`src/rtl/mem_arbiter.sv`:
```
// rtl/mem_arbiter.sv - fetch/data arbiter for a single-ported memory with starvation guard and bus timeout
module mem_arbiter #(
    parameter int MAX_D_STREAK = 4,
    parameter int TIMEOUT      = 64
) (
    input  logic        clk,
    input  logic        reset,
    input  logic        if_req,
    input  logic [31:0] if_addr,
    output logic        if_ack,
    output logic [31:0] if_rdata,
    input  logic        d_req,
    input  logic        d_we,
    input  logic [31:0] d_addr,
    input  logic [31:0] d_wdata,
    output logic        d_ack,
    output logic [31:0] d_rdata,
    output logic        bus_err,
    output logic        mem_req,
    output logic        mem_we,
    output logic [31:0] mem_addr,
    output logic [31:0] mem_wdata,
    input  logic [31:0] mem_rdata,
    input  logic        mem_ready,
    output logic        busy
);
    localparam int SW = $clog2(MAX_D_STREAK + 1);
    localparam int TW = $clog2(TIMEOUT);
    localparam logic [SW-1:0] STREAK_MAX = SW'(MAX_D_STREAK);
    localparam logic [TW-1:0] TCNT_LAST  = TW'(TIMEOUT - 1);

    typedef enum logic [1:0] {IDLE, BUSY, DONE} state_t;

    state_t        state, state_next;
    logic          owner;
    logic          err;
    logic [SW-1:0] streak;
    logic [TW-1:0] tcnt;
    logic          grant_d, grant_if;

    always_ff @(posedge clk) begin
        if (reset) state <= IDLE;
        else       state <= state_next;
    end

    always_comb begin
        state_next = state;
        grant_d    = 1'b0;
        grant_if   = 1'b0;
        if_ack     = 1'b0;
        d_ack      = 1'b0;
        bus_err    = 1'b0;
        case (state)
            IDLE: begin
                // Data wins ties until it has taken MAX_D_STREAK grants in a row over a waiting fetch.
                if (d_req && !(if_req && streak == STREAK_MAX)) begin
                    grant_d    = 1'b1;
                    state_next = BUSY;
                end else if (if_req) begin
                    grant_if   = 1'b1;
                    state_next = BUSY;
                end
            end
            BUSY: begin
                if (mem_ready || tcnt == TCNT_LAST) state_next = DONE;
            end
            DONE: begin
                if_ack     = !owner;
                d_ack      = owner;
                bus_err    = err;
                state_next = IDLE;
            end
            default: state_next = IDLE;
        endcase
    end

    always_ff @(posedge clk) begin
        if (reset) begin
            owner     <= 1'b0;
            err       <= 1'b0;
            streak    <= '0;
            tcnt      <= '0;
            mem_req   <= 1'b0;
            mem_we    <= 1'b0;
            mem_addr  <= '0;
            mem_wdata <= '0;
            if_rdata  <= '0;
            d_rdata   <= '0;
        end else begin
            if (grant_d || grant_if) begin
                owner     <= grant_d;
                mem_req   <= 1'b1;
                mem_we    <= grant_d & d_we;
                mem_addr  <= grant_d ? d_addr : if_addr;
                mem_wdata <= grant_d ? d_wdata : '0;
                if (grant_d && if_req)
                    streak <= (streak == STREAK_MAX) ? streak : streak + 1'b1;
                else
                    streak <= '0;
            end
            if (state == BUSY) begin
                tcnt <= tcnt + 1'b1;
                if (mem_ready) begin
                    mem_req <= 1'b0;
                    if (owner) d_rdata  <= mem_we ? '0 : mem_rdata;
                    else       if_rdata <= mem_rdata;
                end else if (tcnt == TCNT_LAST) begin
                    mem_req <= 1'b0;
                    err     <= 1'b1;
                    if (owner) d_rdata  <= '0;
                    else       if_rdata <= '0;
                end
            end
            if (state == DONE) begin
                tcnt <= '0;
                err  <= 1'b0;
            end
        end
    end

    assign busy = (state != IDLE);

    // The granted requester must hold its request until it sees the ack.
    always_ff @(posedge clk) begin
        if (!reset && state == BUSY) assert (owner ? d_req : if_req);
    end
endmodule

```
`config.mk`:
```
export PLATFORM = sky130hd
export DESIGN_NAME = mem_arbiter
export DESIGN_NICKNAME = d
export VERILOG_FILES = /design/src/rtl/mem_arbiter.sv
export SDC_FILE = /design/constraint.sdc
export NUM_CORES = 1
export LEC_CHECK = 0
export BUFFER_PORTS_ARGS = -buffer_cell sky130_fd_sc_hd__buf_2
export CAP_MARGIN = 5
export CORE_UTILIZATION = 35
export CTS_CLUSTER_DIAMETER = 80
export DETAILED_ROUTE_END_ITERATION = 8
export GPL_ROUTABILITY_DRIVEN = 1
export PLACE_DENSITY = 0.71
export SYNTH_ARGS = -nofsm -noshare
export SYNTH_HDL_FRONTEND = slang
export SYNTH_SLANG_ARGS = --single-unit
```
`constraint.sdc`:
```
create_clock -name clk -period 2.1 [get_ports clk]
set_input_delay 0.63 -clock clk [delete_from_list [all_inputs] [get_ports clk]]
set_output_delay 0.63 -clock clk [all_outputs]
set_load 0.02 [all_outputs]
```
======== After elaboration in Yosys (flattened, before gate mapping) ========
Cells that the tools add are included.
operators by class
  bitwise operators ....................... 3
  add/sub/neg operators ................... 2
  muxes and demuxes ....................... 29
  eq/ne operators ......................... 7
  reductions and logical operators ........ 16
operators with widths
  cell                   number
  $mux W32               11
  $mux W1                12
  $reduce_and A3 Y1      3
  $add A6 B1 Y6 const B  1
  $eq A6 B6 Y1 const B   1
  $mux W2                3
  $mux W3                2
  $ne A2 B2 Y1 const B   2
  $pmux W2 S2            1
  $reduce_and A2 Y1      2
  $reduce_bool A2 Y1     2
  $add A3 B1 Y3 const B  1
  $eq A3 B3 Y1 const B   1
  $logic_and A1 B1 Y1    3
  $ne A3 B3 Y1 const B   1
  $eq A2 B1 Y1 const B   1
  $eq A2 B2 Y1 const B   1
  $logic_not A1 Y1       2
  $logic_not A2 Y1       1
  $logic_or A1 B1 Y1     2
  $not A1 Y1             2
  $reduce_or A2 Y1       1
  $and A1 B1 Y1          1
storage, ports and cells
  input port bits ......................... 134
  bits in registers ....................... 143

======== Depth between registers and ports, before layout ========
Gate-level depths: netlist of run 1.
  depth in word-level cells ............... 11
  mapped depth ............................ 7
  mapped depth without buffers ............ 5

======== Worst setup path after synthesis of run 1 ========
No wires, ideal clock.
  kind .................................... in2reg
  from .................................... input port d_req
  to ...................................... register mem_addr[10]
  data required time ...................... 1967 ps
  data arrival time ....................... 1505 ps
  setup slack ............................. 462 ps
  buffers on the path ..................... 1
  stages on the path ...................... 4
  cells stage by stage .................... or3b_2 clkbuf_2 o21ai_0 a311oi_1
on the way
  cells in the longest elaborated chain, start to end .. 4
  elaborated cells between the ends (all ways) .. 7
  those cells by class .................... 5 x mux; 2 x reduce/logical
ends and longest elaborated chain
  item                                            RTL line  RTL
  from (decl)                                     12        input logic d_req,
  $logic_and A1 B1 Y1 *                           56        if (d_req && !(if_req && streak == STREAK_MAX)) begin
  $mux W1                                         56
  $mux W1                                         53        case (state)
  $mux W32 or $logic_or A1 B1 Y1 (tied branches)  94, 90
  to (signal assigned)                            94        mem_addr <= grant_d ? d_addr : if_addr;
  to (decl)                                       21        output logic [31:0] mem_addr,
Mark *: on every way between the ends. The rest lies on a longest branch, timed or not.
A chain may end at the register's enable or synchronous reset.

======== Worst setup path after layout of run 1 ========
  from .................................... register state[0]
  to ...................................... output port bus_err
on the way
  cells in the longest elaborated chain, start to end .. 2
ends and longest elaborated chain
  item                    RTL line  RTL
  from (decl)             34        state_t state, state_next;
  from (signal assigned)  43        else state <= state_next;
  $eq A2 B2 Y1            53
  $mux W1                 53
  to (decl)               18        output logic bus_err,
Every way passes these cells.

==> flow_summary.html, run 1 <==
<table>
<tr><th>Metric</th><th>Value</th></tr>
<tr><th colspan="2">Outcome</th></tr>
<tr><td>Result of the run</td><td>complete, no violations</td></tr>
<tr><th colspan="2">Timing</th></tr>
<tr><td>Worst slew pin tran</td><td>0.708 ns</td></tr>
<tr><td>Final slew viol count</td><td>0</td></tr>
<tr><td>Setup TNS Final</td><td>0 ns</td></tr>
<tr><td>Final worst slack</td><td>0.0673 ns</td></tr>
<tr><td>Timing-limited maximum frequency</td><td>0.492 GHz</td></tr>
<tr><td>Post-layout minimum cycle time</td><td>2.03 ns</td></tr>
<tr><td>Worst relative slew slack</td><td>52.8%</td></tr>
<tr><td>Final count of negative-setup-slack endpoints</td><td>0</td></tr>
<tr><td>Clock skew after layout</td><td>0.00730 ns</td></tr>
<tr><td>Final Hold Violating Endpoints</td><td>0</td></tr>
<tr><td>Final worst path period share</td><td>roughly 97%</td></tr>
<tr><th colspan="2">CTS</th></tr>
<tr><td>CTS H-Tree Depth</td><td>4</td></tr>
<tr><td>Number of buffers inserted for hold repair after clock tree synthesis</td><td>0</td></tr>
<tr><td>Insertion delay of the later-clocked pin in the worst-skew pair</td><td>0.41 ns</td></tr>
<tr><td>Clock Root Buffer</td><td>clkbuf_16</td></tr>
<tr><td>Clock tree from TritonCTS</td><td>done</td></tr>
<tr><td>Clock buffers created by TritonCTS</td><td>17</td></tr>
<tr><td>Clock Sink Count</td><td>between 100 and 150</td></tr>
<tr><td>Clock slew at the register clock pins of the worst setup and hold paths</td><td>0.06 ns</td></tr>
<tr><td>CTS Buffer Depth</td><td>2</td></tr>
<tr><td>Number of setup buffers added after CTS</td><td>0</td></tr>
<tr><th colspan="2">Floorplanning</th></tr>
<tr><td>Row Count</td><td>46</td></tr>
<tr><td>Area of the core</td><td>0.0160 mm^2</td></tr>
<tr><td>Starting Density</td><td>between 30% and 40%</td></tr>
<tr><td>Floorplan die area</td><td>0.0170 mm^2</td></tr>
<tr><td>Die span in x</td><td>130 um</td></tr>
<tr><td>Chip Height</td><td>130 um</td></tr>
<tr><td>Boundary pin count</td><td>268</td></tr>
<tr><th colspan="2">Pwr</th></tr>
<tr><td>Total power</td><td>7.37 mW</td></tr>
<tr><td>Power per cell area</td><td>931 mW/mm^2</td></tr>
<tr><td>Cell leakage power</td><td>3.42 nW</td></tr>
<tr><td>Largest vdd supply drop</td><td>0.000515 V</td></tr>
<tr><th colspan="2">Job</th></tr>
<tr><td>Number of max-capacitance violations reported</td><td>0</td></tr>
<tr><th colspan="2">Place</th></tr>
<tr><td>Routability congestion estimate from global placement</td><td>0.791</td></tr>
<tr><td>Worst slack at placement</td><td>0.0562 ns</td></tr>
<tr><td>Final HPWL from detailed placement</td><td>about 12 mm</td></tr>
<tr><td>PortBufs</td><td>267</td></tr>
<tr><td>Total placed cells including tap cells</td><td>about 1100</td></tr>
<tr><td>Cell Area, Placed</td><td>0.00728 mm^2</td></tr>
<tr><th colspan="2">Route</th></tr>
<tr><td>Detailed route wirelength on metal3</td><td>1.07 mm</td></tr>
<tr><td>Remaining antenna violation count after routing</td><td>0</td></tr>
<tr><td>Count of routing violations after the opening detailed-route iteration</td><td>459</td></tr>
<tr><td>Met2 wire length</td><td>about 8.4 mm</td></tr>
<tr><td>Top Layer Used</td><td>met4</td></tr>
<tr><td>Vias per cell</td><td>about 5.3</td></tr>
<tr><td>Detailed Route WL</td><td>17.3 mm</td></tr>
<tr><td>DRT Pass-1 Iters</td><td>5</td></tr>
<tr><td>Via count</td><td>roughly 5900</td></tr>
<tr><td>DR DRC count</td><td>0</td></tr>
<tr><td>Routed WL per cell</td><td>roughly 16 um</td></tr>
<tr><td>Met1 wire length</td><td>between 7 and 8 mm</td></tr>
<tr><th colspan="2">Hold path</th></tr>
<tr><td>End of the worst hold path</td><td>err$_SDFFE_PP0P_</td></tr>
<tr><td>Startpoint of the worst hold path</td><td>err$_SDFFE_PP0P_</td></tr>
<tr><td>Min-Delay Path Depth</td><td>2</td></tr>
<tr><td>Kind of path behind the tightest hold check</td><td>reg2reg</td></tr>
<tr><th colspan="2">Logic synthesis</th></tr>
<tr><td>Sequential area share after synthesis</td><td>49.7%</td></tr>
<tr><td>Synth Cell Area</td><td>0.00577 mm^2</td></tr>
<tr><td>Net count after synthesis</td><td>779</td></tr>
<tr><td>Proportion of synthesized flip-flops having asynchronous set or reset</td><td>0%</td></tr>
<tr><td>Mean post-synth cell area</td><td>8.98 um^2</td></tr>
<tr><td>Top cells by area in the synthesized netlist</td><td>dfxtp_1 (50%), a311oi_1 (9.7%), a21oi_1 (9.2%)</td></tr>
<tr><td>Synthesized instance count</td><td>642</td></tr>
<tr><td>Top cell types by occurrence after synthesis</td><td>dfxtp_1 (143), a21oi_1 (106), o21ai_0 (71)</td></tr>
<tr><td>Library cell with the largest summed area after synthesis</td><td>dfxtp_1</td></tr>
<tr><td>Dominant register cell in the synthesized netlist</td><td>dfxtp_1</td></tr>
<tr><td>Netlist cell types</td><td>40</td></tr>
<tr><td>Most numerous cell in the Yosys netlist</td><td>dfxtp_1</td></tr>
<tr><td>Number of enable flip-flop cells after synthesis</td><td>0</td></tr>
<tr><td>Total number of yosys warnings</td><td>0</td></tr>
<tr><td>Fraction of post-synthesis cell area in the top cell type by area</td><td>49.7%</td></tr>
<tr><td>#FFs+latches synth</td><td>143</td></tr>
<tr><th colspan="2">Worst setup path</th></tr>
<tr><td>Crit-path max FO</td><td>8</td></tr>
<tr><td>Register-to-Register Setup Slack</td><td>0.36 ns</td></tr>
<tr><td>Arrival time worst endpoint</td><td>1.40 ns</td></tr>
<tr><td>Worst reg2reg endpoint</td><td>mem_addr[10]$_SDFFE_PP0P_</td></tr>
<tr><td>WS Path Type</td><td>reg2out</td></tr>
<tr><td>Data required time of the critical path</td><td>1.47 ns</td></tr>
<tr><td>Element type at the critical path start</td><td>register</td></tr>
<tr><td>Endpoint type of the worst setup path</td><td>output port</td></tr>
<tr><td>R2r worst-path depth</td><td>5</td></tr>
<tr><td>Startpoint of the worst-slack reg-to-reg timing path</td><td>state[0]$_SDFFE_PP0P_</td></tr>
<tr><th colspan="2">GRT</th></tr>
<tr><td>Total global-route track usage</td><td>between 15 and 20%</td></tr>
<tr><td>Vias in the first global route</td><td>5268</td></tr>
<tr><td>Overflow left after global routing</td><td>0</td></tr>
<tr><td>First-pass GRT wire length</td><td>26.6 mm</td></tr>
<tr><td>Largest net degree at the start of global routing</td><td>65</td></tr>
<tr><td>Number of antenna violations at the first check in global routing</td><td>1</td></tr>
<tr><th colspan="2">Finish</th></tr>
<tr><td>Number of standard cells in the layout, taps in and fillers out</td><td>1107</td></tr>
<tr><td>Finished layout cell area</td><td>roughly 0.0079 mm^2</td></tr>
<tr><td>Area growth from synthesis to final layout</td><td>37.3%</td></tr>
<tr><td>Final net count</td><td>around 1000</td></tr>
<tr><td>Fraction of layout cells with a size suffix above 1</td><td>37.3%</td></tr>
<tr><td>FILL cells</td><td>1578</td></tr>
</table>
## cells in the final DEF, fill, tap and decap left out, types with 3 or more instances in the layout
| master | netlist | layout |
|---|---|---|
| a21oi_1 | 106 | 106 |
| a22o_1 | 33 | 33 |
| a311oi_1 | 64 | 64 |
| buf_12 | 0 | 7 |
| buf_2 | 20 | 263 |
| buf_4 | 11 | 17 |
| bufinv_16 | 0 | 3 |
| clkbuf_16 | 0 | 17 |
| clkinv_2 | 0 | 4 |
| dfxtp_1 | 143 | 143 |
| ha_1 | 3 | 3 |
| inv_1 | 6 | 6 |
| inv_6 | 0 | 3 |
| nand2_1 | 37 | 37 |
| nand3_1 | 68 | 67 |
| nor2_1 | 9 | 7 |
| nor2_2 | 1 | 3 |
| o21ai_0 | 71 | 71 |
## critical path: stages, from the launching register on
cell and delay (ns):
dfxtp_1 0.34, buf_4 0.18, nand2b_2 0.21, nor2_1 0.12, buf_4 0.15
## sequential cells by signal, summed over array words and instances (netlist names)
signal and flops:
streak 3, mem_wdata 32, err 1, tcnt 6, mem_addr 32, owner 1, d_rdata 32, mem_req 1
if_rdata 32, state 2, mem_we 1
## how the worst max path moves through the flow
stage / slack (ns) / end / start
floorplan: 0.46 / mem_addr[10]$_SDFFE_PP0P_ / d_req
global placement: 0.09 / mem_addr[3]$_SDFFE_PP0P_ / if_req
detailed placement: 0.06 / mem_addr[20]$_SDFFE_PP0P_ / if_req
CTS: 0.02 / busy / state[0]$_SDFFE_PP0P_
global route: -0.02 / bus_err / state[0]$_SDFFE_PP0P_
finish: 0.07 / bus_err / state[0]$_SDFFE_PP0P_
## layout make-up
cell class                 count  area, um^2  share of cell area (%)
antenna                        1        2.50                  0.0316
clock buffer                  19         453                    5.72
clock inverter                13         160                    2.02
inverter                       6        22.5                   0.284
multi-input combinational    422        2560                    32.4
sequential                   143        2860                    36.2
tap                          216         270                    3.41
timing repair buffer         287        1580                    20.0
## through the flow
stage / utilization, % / hold slack (ns)
final: 49.5 / 0.459
after floorplan: - / 0.432
after CTS: 49.3 / 0.444
after global placement: 45.5 / 0.451
after global routing: 49.5 / 0.454
after detailed placement: 45.5 / 0.450
## cell families (layout without fill, tap and decap cells)
family	Yosys count	after routing	share of synthesized area (%)
fa+ha+maj	3	3	0.651
simple gates	137	137	12.0
other cells	0	1	0
flops	143	143	49.7
compound gates	279	279	30.9
xor+xnor	2	2	0.304
buf+inv	77	325	6.36
mux	1	1	0.174
## report_power, final
part	switching [mW]	internal, mW	total [mW]
clock network	1.18	1.94	3.12
logic	0.790	0.466	1.26
registers	0.0930	2.90	2.99
## routing by layer
| metal | vias to the layer above | global-route usage, % |
|---|---|---|
| met5 | - | 0 |
| li1 | 2891 | - |
| met4 | 0 | 7.91 |
| met1 | 2772 | 25.6 |
| met3 | 27 | 4.92 |
| met2 | 207 | 31.3 |
## repair_timing
| item | 4_1_cts | 5_1_grt |
|---|---|---|
| gates resized for setup | 1 | 6 |
| hold endpoints to repair | 0 | 0 |
| gates cloned | 0 | 0 |
| endpoints found under the setup margin | 1 | 4 |
Note: power is estimated with default switching activity, not from simulation.
==> inputs of run 2 (changes only) <==
Settings changed: CTS_BUF_LIST set to sky130_fd_sc_hd__clkbuf_8.
==> flow_summary.html, run 2 (synthesis results as in run 1) <==
<table>
<tr><th>Metric</th><th>Value</th></tr>
<tr><th colspan="2">Timing</th></tr>
<tr><td>Final worst path period share</td><td>between 90% and 100%</td></tr>
<tr><td>Unrepaired setup endpoints after global routing</td><td>no</td></tr>
<tr><td>Post-layout minimum cycle time</td><td>~2 ns</td></tr>
<tr><td>Timing-limited maximum frequency</td><td>between 0.4 and 0.5 GHz</td></tr>
<tr><td>Final Hold Violating Endpoints</td><td>0</td></tr>
<tr><td>Worst relative slew slack</td><td>53.1%</td></tr>
<tr><td>Setup TNS Final</td><td>0 ns</td></tr>
<tr><td>Final worst slack</td><td>0.0852 ns</td></tr>
<tr><td>Worst slew pin tran</td><td>0.702 ns</td></tr>
<tr><td>Final slew viol count</td><td>0</td></tr>
<tr><td>Worst hold slack</td><td>0.432 ns</td></tr>
<tr><td>Final count of negative-setup-slack endpoints</td><td>0</td></tr>
<tr><td>Clock skew after layout</td><td>0.00961 ns</td></tr>
<tr><th colspan="2">Hold path</th></tr>
<tr><td>Kind of path behind the tightest hold check</td><td>in2reg</td></tr>
<tr><td>Startpoint of the worst hold path</td><td>d_wdata[15]</td></tr>
<tr><th colspan="2">CTS</th></tr>
<tr><td>Clock Sink Count</td><td>143</td></tr>
<tr><td>CTS Buffer Depth</td><td>2</td></tr>
<tr><td>Clock tree from TritonCTS</td><td>done</td></tr>
<tr><td>CTS H-Tree Depth</td><td>4</td></tr>
<tr><td>Insertion delay of the later-clocked pin in the worst-skew pair</td><td>between 0.4 and 0.5 ns</td></tr>
<tr><td>Clock Root Buffer</td><td>clkbuf_8</td></tr>
<tr><td>Clock slew at the register clock pins of the worst setup and hold paths</td><td>0.08 ns</td></tr>
<tr><td>Number of buffers inserted for hold repair after clock tree synthesis</td><td>0</td></tr>
<tr><td>Clock buffers created by TritonCTS</td><td>17</td></tr>
<tr><th colspan="2">Route</th></tr>
<tr><td>Detailed Route WL</td><td>between 15 and 20 mm</td></tr>
<tr><td>Vias per cell</td><td>5.29</td></tr>
<tr><td>Via count</td><td>slightly below 6000</td></tr>
<tr><td>Count of routing violations after the opening detailed-route iteration</td><td>408</td></tr>
<tr><td>DR DRC count</td><td>0</td></tr>
<tr><td>Routed WL per cell</td><td>15.7 um</td></tr>
<tr><td>Remaining antenna violation count after routing</td><td>0</td></tr>
<tr><td>DRT Pass-1 Iters</td><td>5</td></tr>
<tr><th colspan="2">Floorplanning</th></tr>
<tr><td>Chip Height</td><td>130 um</td></tr>
<tr><td>Die span in x</td><td>approximately 130 um</td></tr>
<tr><td>Row Count</td><td>46</td></tr>
<tr><td>Starting Density</td><td>36.0%</td></tr>
<tr><td>Boundary pin count</td><td>268</td></tr>
<tr><td>Floorplan die area</td><td>0.0170 mm^2</td></tr>
<tr><td>Area of the core</td><td>about 0.016 mm^2</td></tr>
<tr><th colspan="2">Place</th></tr>
<tr><td>Routability congestion estimate from global placement</td><td>0.791</td></tr>
<tr><td>Cell Area, Placed</td><td>0.00728 mm^2</td></tr>
<tr><td>Final HPWL from detailed placement</td><td>~12 mm</td></tr>
<tr><td>PortBufs</td><td>267</td></tr>
<tr><td>Total placed cells including tap cells</td><td>1074</td></tr>
<tr><td>Worst slack at placement</td><td>0.0562 ns</td></tr>
<tr><th colspan="2">Finish</th></tr>
<tr><td>Fraction of layout cells with a size suffix above 1</td><td>37.9%</td></tr>
<tr><td>Number of standard cells in the layout, taps in and fillers out</td><td>1111</td></tr>
<tr><td>Leading cell types in the layout, fill and taps excluded</td><td>buf_2 (263), dfxtp_1 (142), a21oi_1 (106)</td></tr>
<tr><td>Final net count</td><td>around 1000</td></tr>
<tr><td>Final design utilization</td><td>about half</td></tr>
<tr><td>FILL cells</td><td>1598</td></tr>
<tr><td>Most common cell after layout, fill and taps aside</td><td>buf_2</td></tr>
<tr><td>Area growth from synthesis to final layout</td><td>35.0%</td></tr>
<tr><td>Finished layout cell area</td><td>approximately 0.0078 mm^2</td></tr>
<tr><th colspan="2">GRT</th></tr>
<tr><td>Overflow left after global routing</td><td>0</td></tr>
<tr><td>Routing usage on met2</td><td>31.0%</td></tr>
<tr><td>Largest net degree at the start of global routing</td><td>65</td></tr>
<tr><td>Vias in the first global route</td><td>5216</td></tr>
<tr><td>First-pass GRT wire length</td><td>26.6 mm</td></tr>
<tr><td>GRT met1 Usage</td><td>25.6%</td></tr>
<tr><td>Total global-route track usage</td><td>19.8%</td></tr>
<tr><td>GRT met3 Usage</td><td>4.92%</td></tr>
<tr><td>Global-route layer with the greatest usage</td><td>met2</td></tr>
<tr><td>Number of antenna violations at the first check in global routing</td><td>1</td></tr>
<tr><th colspan="2">Pwr</th></tr>
<tr><td>Power per cell area</td><td>850 mW/mm^2</td></tr>
<tr><td>Largest vdd supply drop</td><td>0.000544 V</td></tr>
<tr><td>Total power</td><td>between 6 and 7 mW</td></tr>
<tr><td>Cell leakage power</td><td>3.36 nW</td></tr>
<tr><th colspan="2">Worst setup path</th></tr>
<tr><td>Crit-path max FO</td><td>8</td></tr>
<tr><td>Worst Setup SP</td><td>state[0]$_SDFFE_PP0P_</td></tr>
<tr><td>Startpoint of the worst-slack reg-to-reg timing path</td><td>state[0]$_SDFFE_PP0P_</td></tr>
<tr><td>Endpoint type of the worst setup path</td><td>output port</td></tr>
<tr><td>Arrival time worst endpoint</td><td>1.38 ns</td></tr>
<tr><td>WS Path Type</td><td>reg2out</td></tr>
<tr><td>Crit-path max cell delay</td><td>between 0.3 and 0.4 ns</td></tr>
<tr><td>Kind of cell adding the most delay to the critical path</td><td>buffers and inverters</td></tr>
<tr><td>Data required time of the critical path</td><td>1.47 ns</td></tr>
<tr><td>Cell Chain, Critical Path</td><td>nor2_4 &gt; clkinvlp_4 &gt; buf_12 &gt; buf_2</td></tr>
<tr><td>CP Buf/Inv Count</td><td>3</td></tr>
<tr><td>Worst-path cell with the longest stage delay</td><td>dfxtp_2</td></tr>
<tr><td>Element type at the critical path start</td><td>register</td></tr>
<tr><th colspan="2">Outcome</th></tr>
<tr><td>Result of the run</td><td>complete, no violations</td></tr>
<tr><th colspan="2">Job</th></tr>
<tr><td>Number of max-capacitance violations reported</td><td>0</td></tr>
</table>
==> run 2: cell type report <==
type | instances | area (um^2) | area share [%]
diodes | 1 | 2.50 | 0.0321
clock buffers | 19 | 262 | 3.36
clock inverters | 13 | 160 | 2.06
inverters | 6 | 26.3 | 0.338
multi-input cells | 422 | 2570 | 33.0
flip-flops and latches | 143 | 2860 | 36.8
well taps | 216 | 270 | 3.47
repair buffers | 291 | 1630 | 21.0
==> run 2: path summary, 6_finish.rpt <==
| kind | cells past startpoint | end | slack (ns) |
|---|---|---|---|
| worst max-delay path | 4 | busy | 0.09 |
| worst min-delay path | 3 | mem_wdata[15]$_SDFFE_PP0P_ | 0.43 |
| worst max register to register | 5 | mem_addr[10]$_SDFFE_PP0P_ | 0.27 |
| worst min register to register | 2 | mem_wdata[24]$_SDFFE_PP0P_ | 0.47 |
==> run 2: where the power goes <==
| part | leakage (nW) | total, mW | switching [mW] | internal [mW] |
|---|---|---|---|---|
| sequential | 1.17 | 2.98 | 0.0932 | 2.89 |
| clock | 0.213 | 2.34 | 1.09 | 1.24 |
| combinational | 1.98 | 1.29 | 0.803 | 0.491 |
| total | 3.36 | 6.62 | 1.99 | 4.63 |
==> run 2: per-layer routing <==
metal | part of all wire, % | up-vias
met5 | 0 | -
met3 | 5.8 | 30
met4 | 2.1 | 0
met2 | 49 | 204
li1 | - | 2900
met1 | 44 | 2747
==> run 2: timing repair <==
action / 4_1_cts / 5_1_grt
setup endpoints to repair: 2 / 4
cloned: 0 / 1
pin swaps: 0 / 0
setup buffers: 0 / 3
gates resized for setup: 4 / 7
==> run 2: tightest hold or removal path, stage by stage <==
cell,delay [ns]
buf_2,0.09
nand3_1,0.05
a21oi_1,0.05
